### config.mk
export PLATFORM = sky130hd
export DESIGN_NAME = tt_um_xor_keystream
export DESIGN_NICKNAME = d
export VERILOG_FILES = /design/src/rtl/xor_ks_pkg.sv /design/src/rtl/tt_um_xor_keystream_lfsr_step8.sv /design/src/rtl/tt_um_xor_keystream.sv
export SDC_FILE = /design/constraint.sdc
export NUM_CORES = 1
export LEC_CHECK = 0
export CAP_MARGIN = 15
export CORE_ASPECT_RATIO = 1.25
export CORE_MARGIN = 1.5
export CORE_UTILIZATION = 58
export DETAILED_ROUTE_END_ITERATION = 12
export GPL_ROUTABILITY_DRIVEN = 0
export MAX_ROUTING_LAYER = met4
export PLACE_DENSITY = 0.9
export SYNTH_ARGS = -nofsm -noshare
export SYNTH_HDL_FRONTEND = slang
export SYNTH_SLANG_ARGS = --single-unit
### constraint.sdc
create_clock -name clk -period 3.1 [get_ports clk]
set_clock_uncertainty 0.1 [all_clocks]
set_input_delay 0.93 -clock clk [delete_from_list [all_inputs] [get_ports clk]]
set_output_delay 0.93 -clock clk [all_outputs]
set_load 0.005 [all_outputs]
### src/rtl/xor_ks_pkg.sv
// Shared definitions for the XOR keystream tile: FSM states, pin-bit
// positions on the bidirectional bus and default LFSR constants.
package xor_ks_pkg;

  typedef enum logic [1:0] {
    ST_IDLE  = 2'd0,
    ST_KEYLD = 2'd1,
    ST_READY = 2'd2
  } ks_state_e;

  // uio_in control bits
  localparam int UIO_VALID_IN  = 0;
  localparam int UIO_LOAD      = 1;
  localparam int UIO_MODE      = 2;
  localparam int UIO_CLEAR     = 3;

  // uio_out status bits
  localparam int UIO_VALID_OUT = 4;
  localparam int UIO_KEY_READY = 5;
  localparam int UIO_MODE_OUT  = 6;

  // Only the three status bits are driven outward.
  localparam logic [7:0] UIO_OE_MASK = 8'h70;

  // Maximal-length 16-bit Galois mask (right-shift form) and the
  // non-zero seed that replaces an all-zero key.
  localparam logic [15:0] DEFAULT_TAPS = 16'hB400;
  localparam logic [15:0] DEFAULT_SEED = 16'h0001;

  // Places the registered status flags at their uio_out positions;
  // every other bit of the byte stays 0.
  function automatic logic [7:0] pack_status(input logic vld,
                                             input logic rdy,
                                             input logic mode);
    logic [7:0] b;
    b                = 8'h00;
    b[UIO_VALID_OUT] = vld;
    b[UIO_KEY_READY] = rdy;
    b[UIO_MODE_OUT]  = mode;
    return b;
  endfunction

endpackage

### src/rtl/tt_um_xor_keystream_lfsr_step8.sv
// Combinational byte-advance of a right-shift Galois LFSR: maps the current
// state to the state eight single-bit steps later, so one keystream byte
// is consumed per clock.
module lfsr_step8 #(
  parameter int unsigned        LFSR_W = 16,
  parameter logic [LFSR_W-1:0]  TAPS   = LFSR_W'(16'hB400)
) (
  input  logic [LFSR_W-1:0] state_i,
  output logic [LFSR_W-1:0] state_o
);

  // Unrolled eight Galois steps: shift right, fold TAPS in when a 1 drops out.
  always_comb begin
    logic [LFSR_W-1:0] s;
    s = state_i;
    for (int i = 0; i < 8; i++) begin
      if (s[0]) begin
        s = (s >> 1) ^ TAPS;
      end else begin
        s = s >> 1;
      end
    end
    state_o = s;
  end

endmodule

### src/rtl/tt_um_xor_keystream.sv
// TinyTapeout user top: byte-serial stream scrambler. A key of LFSR_W bits
// is shifted in LSB-byte first over ui_in; afterwards each valid byte is
// XORed with key byte 0 (mode 0) or with the low byte of a Galois LFSR
// keystream (mode 1) and presented one cycle later on uo_out.
// LFSR_W must be a multiple of 8 and at least 16.
module tt_um_xor_keystream
  import xor_ks_pkg::*;
#(
  parameter int unsigned       LFSR_W = 16,
  parameter logic [LFSR_W-1:0] TAPS   = LFSR_W'(DEFAULT_TAPS),
  parameter logic [LFSR_W-1:0] SEED   = LFSR_W'(DEFAULT_SEED)
) (
  input  logic       clk,
  input  logic       rst_n,
  input  logic       ena,
  input  logic [7:0] ui_in,
  input  logic [7:0] uio_in,
  output logic [7:0] uo_out,
  output logic [7:0] uio_out,
  output logic [7:0] uio_oe
);

  localparam int unsigned    NBYTES   = LFSR_W / 8;
  localparam int unsigned    CNT_W    = $clog2(NBYTES);
  localparam logic [CNT_W-1:0] LAST_CNT = CNT_W'(NBYTES - 1);

  // Control decode; ena and the upper control nibble carry no function.
  logic valid_in, load_in, mode_in, clear_in;
  logic unused_in;

  assign valid_in  = uio_in[UIO_VALID_IN];
  assign load_in   = uio_in[UIO_LOAD];
  assign mode_in   = uio_in[UIO_MODE];
  assign clear_in  = uio_in[UIO_CLEAR];
  assign unused_in = &{1'b0, ena, uio_in[7:4]};

  ks_state_e          state_q;
  logic [LFSR_W-1:0]  key_q;
  logic [LFSR_W-1:0]  lfsr_q;
  logic [CNT_W-1:0]   cnt_q;
  logic [7:0]         uo_q;
  logic               vld_q;
  logic               rdy_q;
  logic               mode_q;

  logic [LFSR_W-1:0]  key_d;
  logic [LFSR_W-1:0]  lfsr_seed_d;
  logic [LFSR_W-1:0]  lfsr_adv;
  logic [7:0]         ks_byte;

  // Key with the current ui_in byte dropped into the slot cnt_q points at,
  // and the LFSR start value derived from it (zero key falls back to SEED).
  always_comb begin
    key_d                        = key_q;
    key_d[{cnt_q, 3'b000} +: 8]  = ui_in;
    lfsr_seed_d                  = (key_d == '0) ? SEED : key_d;
  end

  lfsr_step8 #(
    .LFSR_W (LFSR_W),
    .TAPS   (TAPS)
  ) u_step8 (
    .state_i (lfsr_q),
    .state_o (lfsr_adv)
  );

  // Keystream byte chosen by the per-byte mode bit.
  assign ks_byte = mode_in ? lfsr_q[7:0] : key_q[7:0];

  // FSM, key/LFSR registers and registered outputs; clear beats load beats valid.
  always_ff @(posedge clk or negedge rst_n) begin
    if (!rst_n) begin
      state_q <= ST_IDLE;
      key_q   <= '0;
      lfsr_q  <= '0;
      cnt_q   <= '0;
      uo_q    <= 8'h00;
      vld_q   <= 1'b0;
      rdy_q   <= 1'b0;
      mode_q  <= 1'b0;
    end else begin
      vld_q <= 1'b0;
      if (clear_in) begin
        state_q <= ST_IDLE;
        key_q   <= '0;
        lfsr_q  <= '0;
        cnt_q   <= '0;
        rdy_q   <= 1'b0;
      end else if (load_in) begin
        unique case (state_q)
          ST_KEYLD: begin
            key_q <= key_d;
            if (cnt_q == LAST_CNT) begin
              state_q <= ST_READY;
              lfsr_q  <= lfsr_seed_d;
              cnt_q   <= '0;
              rdy_q   <= 1'b1;
            end else begin
              cnt_q <= cnt_q + CNT_W'(1);
            end
          end
          default: begin
            // IDLE or READY: (re)start a key load with byte 0.
            key_q[7:0] <= ui_in;
            cnt_q      <= CNT_W'(1);
            state_q    <= ST_KEYLD;
            rdy_q      <= 1'b0;
          end
        endcase
      end else if (valid_in && (state_q == ST_READY)) begin
        uo_q   <= ui_in ^ ks_byte;
        vld_q  <= 1'b1;
        mode_q <= mode_in;
        if (mode_in) begin
          lfsr_q <= lfsr_adv;
        end
      end
    end
  end

  assign uo_out  = uo_q;
  assign uio_out = pack_status(vld_q, rdy_q, mode_q);
  assign uio_oe  = UIO_OE_MASK;

endmodule

---- Yosys cells after proc, flatten, opt, wreduce, memory -nomap -nowiden ----
Cells that the tools add are included.
cells by class
  $add $sub $neg .......................... 2
  equality and inequality tests ........... 5
  shifts and indexed selects .............. 2
  mux-type cells .......................... 36
  bitwise gates (word level) .............. 11
  reduce and logical (&&, ||, !) cells .... 10
operators with widths
  kind                                                   number
  2-to-1 mux 16 bit                                      17
  inverter 3 -> 4 bit                                    8
  2-to-1 mux 8 bit                                       3
  bitwise mux 16 bit                                     1
  zero test 16 bit                                       1
  variable shift 8 x 6 -> 16 bit (first input constant)  1
  variable part select 8 x 6 -> 16 bit                   1
  2-to-1 mux 1 bit                                       11
  2-to-1 mux 2 bit                                       4
  bitwise XOR 8 bit                                      1
  != test 3 x 1 -> 1 bit (second input constant)         2
  negator 4 -> 6 bit                                     1
  nonzero test 3 bit                                     2
  AND reduction 2 bit                                    2
  AND reduction 4 bit                                    1
  nonzero test 2 bit                                     2
  != test 3 bit (second input constant)                  1
  AND reduction 3 bit                                    1
  equality test 2 x 1 -> 1 bit (second input constant)   1
  equality test 2 bit (second input constant)            1
  inverter 1 bit                                         2
  adder 1 bit (second input constant)                    1
  logical AND 1 bit                                      1
word-level totals
  register bits after elaboration ......... 46
  input bits .............................. 19
  word-level logic and storage cells ...... 75

---- Longest topological paths before layout ----
  word-level depth ........................ 20
  gate-level depth with buffers ........... 7

---- By module ----
A second synthesis with hierarchy kept.
second synthesis, totals
  cell total of the unflattened synthesis .. 248
  area total of the unflattened synthesis .. 2651.3 µm²
by module, submodules not included
  module               times used  cells each  area an instance (µm²)  seq. area each (µm²)
  tt_um_xor_keystream  1           225         2456.1                  1126.1
  lfsr_step8           1           23          195.2                   0.0

---- Worst setup path after synthesis ----
OpenSTA, ideal clock, no wires.
  path kind ............................... input -> register
  start point ............................. input port uio_in[0]
  end point ............................... register lfsr_q[7]
  arrival ................................. 1.897 ns
  setup slack ............................. 0.978 ns
  cell stages on the path ................. 4
  buffers on the path ..................... 1
  cell sequence ........................... and2_1 -> a311oi_2 -> buf_4 -> mux2_2
between the ends
  longest elaborated chain between the ends .. 3
ends and longest elaborated chain
  item                           RTL line                    source
  from (decl)                    tt_um_xor_keystream.sv:17   input logic [7:0] uio_in,
  logical AND 1 bit              tt_um_xor_keystream.sv:110  end else if (valid_in && (state_q == ST_READY)) begin
  nonzero test 3 bit (no line)   -
  AND reduction 4 bit (no line)  -
  to (signal assigned)           tt_um_xor_keystream.sv:95   lfsr_q <= lfsr_seed_d;
  to (signal assigned)           tt_um_xor_keystream.sv:115  lfsr_q <= lfsr_adv;
  to (decl)                      tt_um_xor_keystream.sv:39   logic [LFSR_W-1:0] lfsr_q;
No other way between the ends.
A chain may end at the register's enable or synchronous reset.

---- Worst setup path in the final report ----
  start point ............................. input port uio_in[1]
  end point ............................... register lfsr_q[9]
between the ends
  longest elaborated chain between the ends .. 2
  elaborated cells on any way between the ends .. 7
  classes of those cells .................. 2 x eq/ne; 2 x mux; 3 x reduce/logical
ends and longest elaborated chain
  item
  != test 3 x 1 -> 1 bit (no line) (tied with other cells)
  AND reduction 4 bit (no line) / 2-to-1 mux 16 bit (equally long branches)
Several ways; a longest one is shown, not always the timed one.

==> results.md <==
- The flow ran to the end, and the final reports show no timing, DRC or antenna violations.
- The ratio of final minimum period to clock period is 0.817.
- The path category of the worst min-delay check is flop to flop.
- After clock tree synthesis, the repair step resized 0 gates.
- The horizontal die dimension is 63.7 um.
- The first global-routing pass estimated around 10 mm of wire.
- The count of antenna diodes in the layout is 0.
- The placed instances occupy a cell area of slightly below 3000 sq um.
- Clock-pin slew was measured on the worst setup and hold paths at 0.08 ns.
- The average routed wire per standard cell is 17.7 um.
- The I/O pin count is 43.
- Setup repair after global routing left no endpoint under its margin.
- For this run, the register share of the synthesized area comes to 0.422.
- The internal power component is about 0.0011 W.
- The clock period could shrink to roughly 2.5 ns.
- The synthesized netlist cell count is 280.
- The buffers inserted during post-CTS setup optimization is 0.
- The critical path launch point type is a primary input.
- The count of distinct cell types in the synthesized netlist is 37.
- The global-route usage over all layers is 0.275.
- Of the total power, registers draw 0.463.
- Adding up every negative setup slack in the final design gives 0 ns.
- The routed design has 6.28 mm of wire.
- After the first detailed-routing iteration, the DRC count stood at between 150 and 200.
- The endpoint kind of the worst setup timing path is a flop.
- Measured against its own limit, the worst slew margin works out to 0.619.
- The total number of yosys warnings is 0.
- The H-tree was split into 2 levels.
- The worst-case IR drop observed on VDD is between 0.3 and 0.4 mV.
- The initialized floorplan defines 27 standard-cell rows.
- The worst endpoint required time is roughly 3.2 ns.
- In the final layout, the share of cells above drive strength 1 is 0.125.
- The later pin in the worst-skew pair is clocked with a latency of ~0.30 ns.
- Of the total power, the share spent switching nets is 0.289.
- The max-slew violation count is 0.
- The largest single stage delay on the critical path is 0.49 ns.
- The summed area of non-filler cells in the final layout is 3010 sq um.
- The number of vias in the routed layout is roughly 2100.
- For this design the total switching power over the nets is 0.000432 W.
- After filler insertion, the fill cell instance count of the layout stands at approximately 330.
- The HPWL after detailed placement is 4.36 mm.
- The most used flip-flop cell after synthesis is sky130_fd_sc_hd__dfrtp_1.
- The count of endpoints failing hold in the final timing report is 0.
- The initial antenna violation count is 0.
- The transition at the pin with the smallest max-transition slack is between 0.5 and 0.6 ns.
- The number of clock sinks seen by CTS is 45.
- The total clock buffers created by CTS is 5.
- The via count of the first global-routing pass is 2066.
- The share of total power in combinational logic is 0.229.
- The quantity of I/O buffers inserted on ports is 24.
- The initial utilization of the core area, before any placement, comes to 0.603.
- The final count of negative-setup-slack endpoints is 0.
- The classification of the worst setup path is primary input to flop.
- Entering global routing, the biggest net connects 46 pins.
- After detailed routing, the number of vias per cell comes to between 5 and 6.
- The highest-delay cell along the critical path is sky130_fd_sc_hd__clkdlybuf4s50_1.
- Summed over all instances, the cell type with the most area after synthesis is sky130_fd_sc_hd__dfrtp_1.
- The detailed-router iteration count before antenna repair is 4.
- After detailed routing, the number of remaining DRC violations is 0.
- Ranked by total cell area, the synthesized netlist is headed by sky130_fd_sc_hd__dfrtp_1, sky130_fd_sc_hd__mux2i_1, sky130_fd_sc_hd__xnor2_1, sky130_fd_sc_hd__nand2_1, sky130_fd_sc_hd__buf_4.
- The cell area after synthesis is approximately 2700 sq um.
- The data arrival time at the worst-slack endpoint is 2.62 ns.
- The count of flip-flops with a built-in enable after synthesis is 0.
- In the final design database the tool counted ~320 nets.
- After synthesis, the share of flip-flops with an asynchronous set or reset is 1.00.
- The height of the chip is 78.8 um.
- The CTS tree is done.
- Compared with the post-synthesis result, the final layout area differs by 12.8%.
- The leftover overflow at the end of global routing is 0.
- The cell area power density is 498 nW/um^2.
- The share of total power dissipated in the clock network is 0.308.
- The total of hold buffers inserted after clock tree synthesis is 0.
- The number of violations of the max-capacitance limit is 0.
- The floorplan step defined a die boundary enclosing 5020 sq um.
- The achievable clock frequency is just under 400 MHz.
- The number of buffers between clock root and the deepest sink is 2.
- The average instance in the mapped netlist occupies 9.53 sq um.
- The floorplan step defined a core boundary enclosing between 4000 and 5000 sq um.
- Summed over all cells, the static leakage comes to ~1.3 nW.
- The overall power is about 0.0015 W.
- The area share of the largest cell type after synthesis is 0.422.
- The total of flip-flops plus latches after synthesis is 45.
- CTS placed an instance of sky130_fd_sc_hd__clkbuf_8 at the clock tree root.
- Traced cell by cell, the critical path runs through clkdlybuf4s50_1, and4b_1, a311oi_2, buf_4, mux2_2.
- The number of nets with antenna violations after detailed routing is 0.
- The highest net fanout along the worst path is 30.
==> sequential cells by signal, indices dropped and copies added, names as in the netlist <==
signal,count
lfsr_q,16
uo_out,8
state_q,1
cnt_q,1
mode_q,1
vld_q,1
rdy_q,1
key_q,16
==> routing by layer <==
layer / vias to the layer above / wire [um] / GRT usage
met4: 0 / 337 / 0.157
met3: 25 / 427 / 0.0411
met5: - / 0 / -
met1: 1027 / 2370 / 0.330
met2: 111 / 3140 / 0.443
li1: 964 / - / -
==> area by class of cell <==
cell class	count	area, sq um	share of cell area
clock buffers	7	86.3	0.0287
clock inverters	1	30.0	0.00998
inverters	1	3.75	0.00125
multi-input cells	205	1350	0.449
flip-flops and latches	45	1130	0.374
well taps	58	72.6	0.0241
repair buffers	38	340	0.113
==> synth_stat cells (all sizes together), types with 2 or more instances <==
library cell / n
a2111oi: 3
a211oi: 4
a21o: 3
a21oi: 19
buf: 27
clkbuf: 13
conb: 2
dfrtp: 45
mux2: 12
mux2i: 22
nand2: 41
nand3: 8
nand3b: 2
nor2: 11
nor2b: 3
nor3: 3
nor4: 4
o21ai: 8
o31ai: 9
xnor2: 23
xor2: 5
==> path summary, 6_finish.rpt <==
check / from / end / slack (ns) / cells after the start
worst min register to register: lfsr_q[10] / lfsr_q[10] / 0.40 / 2
worst max register to register: cnt_q / key_q[14] / 1.13 / 5
worst min-delay path: lfsr_q[10] / lfsr_q[10] / 0.40 / 2
worst max-delay path: uio_in[1] / lfsr_q[9] / 0.57 / 5
min in group asynchronous: rst_n / rdy_q / 0.59 / 2
max in group asynchronous: rst_n / lfsr_q[13] / 1.91 / 2
==> worst max-delay path, delay by kind of cell <==
kind / cells / cell delay (ns)
AO/OA/AOI/OAI: 1 / 0.23
buffers and inverters: 2 / 0.83
multiplexers: 1 / 0.38
AND/OR/NAND/NOR: 1 / 0.24
==> stage by stage <==
| stage | hold WS, ns | util | std cells | setup slack (ns) |
|---|---|---|---|---|
| floorplan | 0.349 | - | 291 | 0.978 |
| finish | 0.403 | 0.680 | 355 | 0.566 |
| CTS | 0.408 | 0.680 | 355 | 0.576 |
| detailed placement | 0.389 | 0.654 | 347 | 0.267 |
| global placement | 0.366 | 0.654 | 347 | 0.287 |
| global route | 0.424 | 0.680 | 355 | 0.486 |
==> cells by family after synthesis <==
group / Yosys count / synth area share
simple gates: 79 / 0.139
compound gates: 51 / 0.124
flops: 45 / 0.422
buf+inv: 41 / 0.0872
mux: 34 / 0.133
xor+xnor: 28 / 0.0919
other cells: 2 / 0.00282
==> cells in the final DEF, fill, tap and decap left out, types with 2 or more instances in the layout <==
master	synthesis	routed
sky130_fd_sc_hd__dfrtp_1	45	45
sky130_fd_sc_hd__nand2_1	41	41
sky130_fd_sc_hd__xnor2_1	23	23
sky130_fd_sc_hd__clkdlybuf4s50_1	0	23
sky130_fd_sc_hd__mux2i_1	22	22
sky130_fd_sc_hd__a21oi_1	19	19
sky130_fd_sc_hd__buf_4	19	14
sky130_fd_sc_hd__conb_1	2	13
sky130_fd_sc_hd__mux2_2	12	12
sky130_fd_sc_hd__nor2_1	11	11
sky130_fd_sc_hd__o31ai_1	9	9
sky130_fd_sc_hd__o21ai_0	8	8
sky130_fd_sc_hd__nand3_1	8	8
sky130_fd_sc_hd__clkbuf_8	0	6
sky130_fd_sc_hd__xor2_1	5	5
sky130_fd_sc_hd__a211oi_1	4	4
sky130_fd_sc_hd__a2111oi_0	3	3
sky130_fd_sc_hd__a21o_1	3	3
sky130_fd_sc_hd__nor2b_1	3	3
sky130_fd_sc_hd__nor4_1	3	3
sky130_fd_sc_hd__nor3_1	3	3
sky130_fd_sc_hd__nand3b_1	2	2
==> power groups by stage <==
stage / clock network [W] / registers [W] / logic (W)
global placement: 0 / 0.000700 / 0.000320
global route: 0.000485 / 0.000699 / 0.000372
floorplan: 0 / 0.000675 / 0.000259
detailed placement: 0 / 0.000703 / 0.000337
finish: 0.000462 / 0.000693 / 0.000343
CTS: 0.000466 / 0.000692 / 0.000342
No activity file was read; power rests on OpenSTA's default activity.
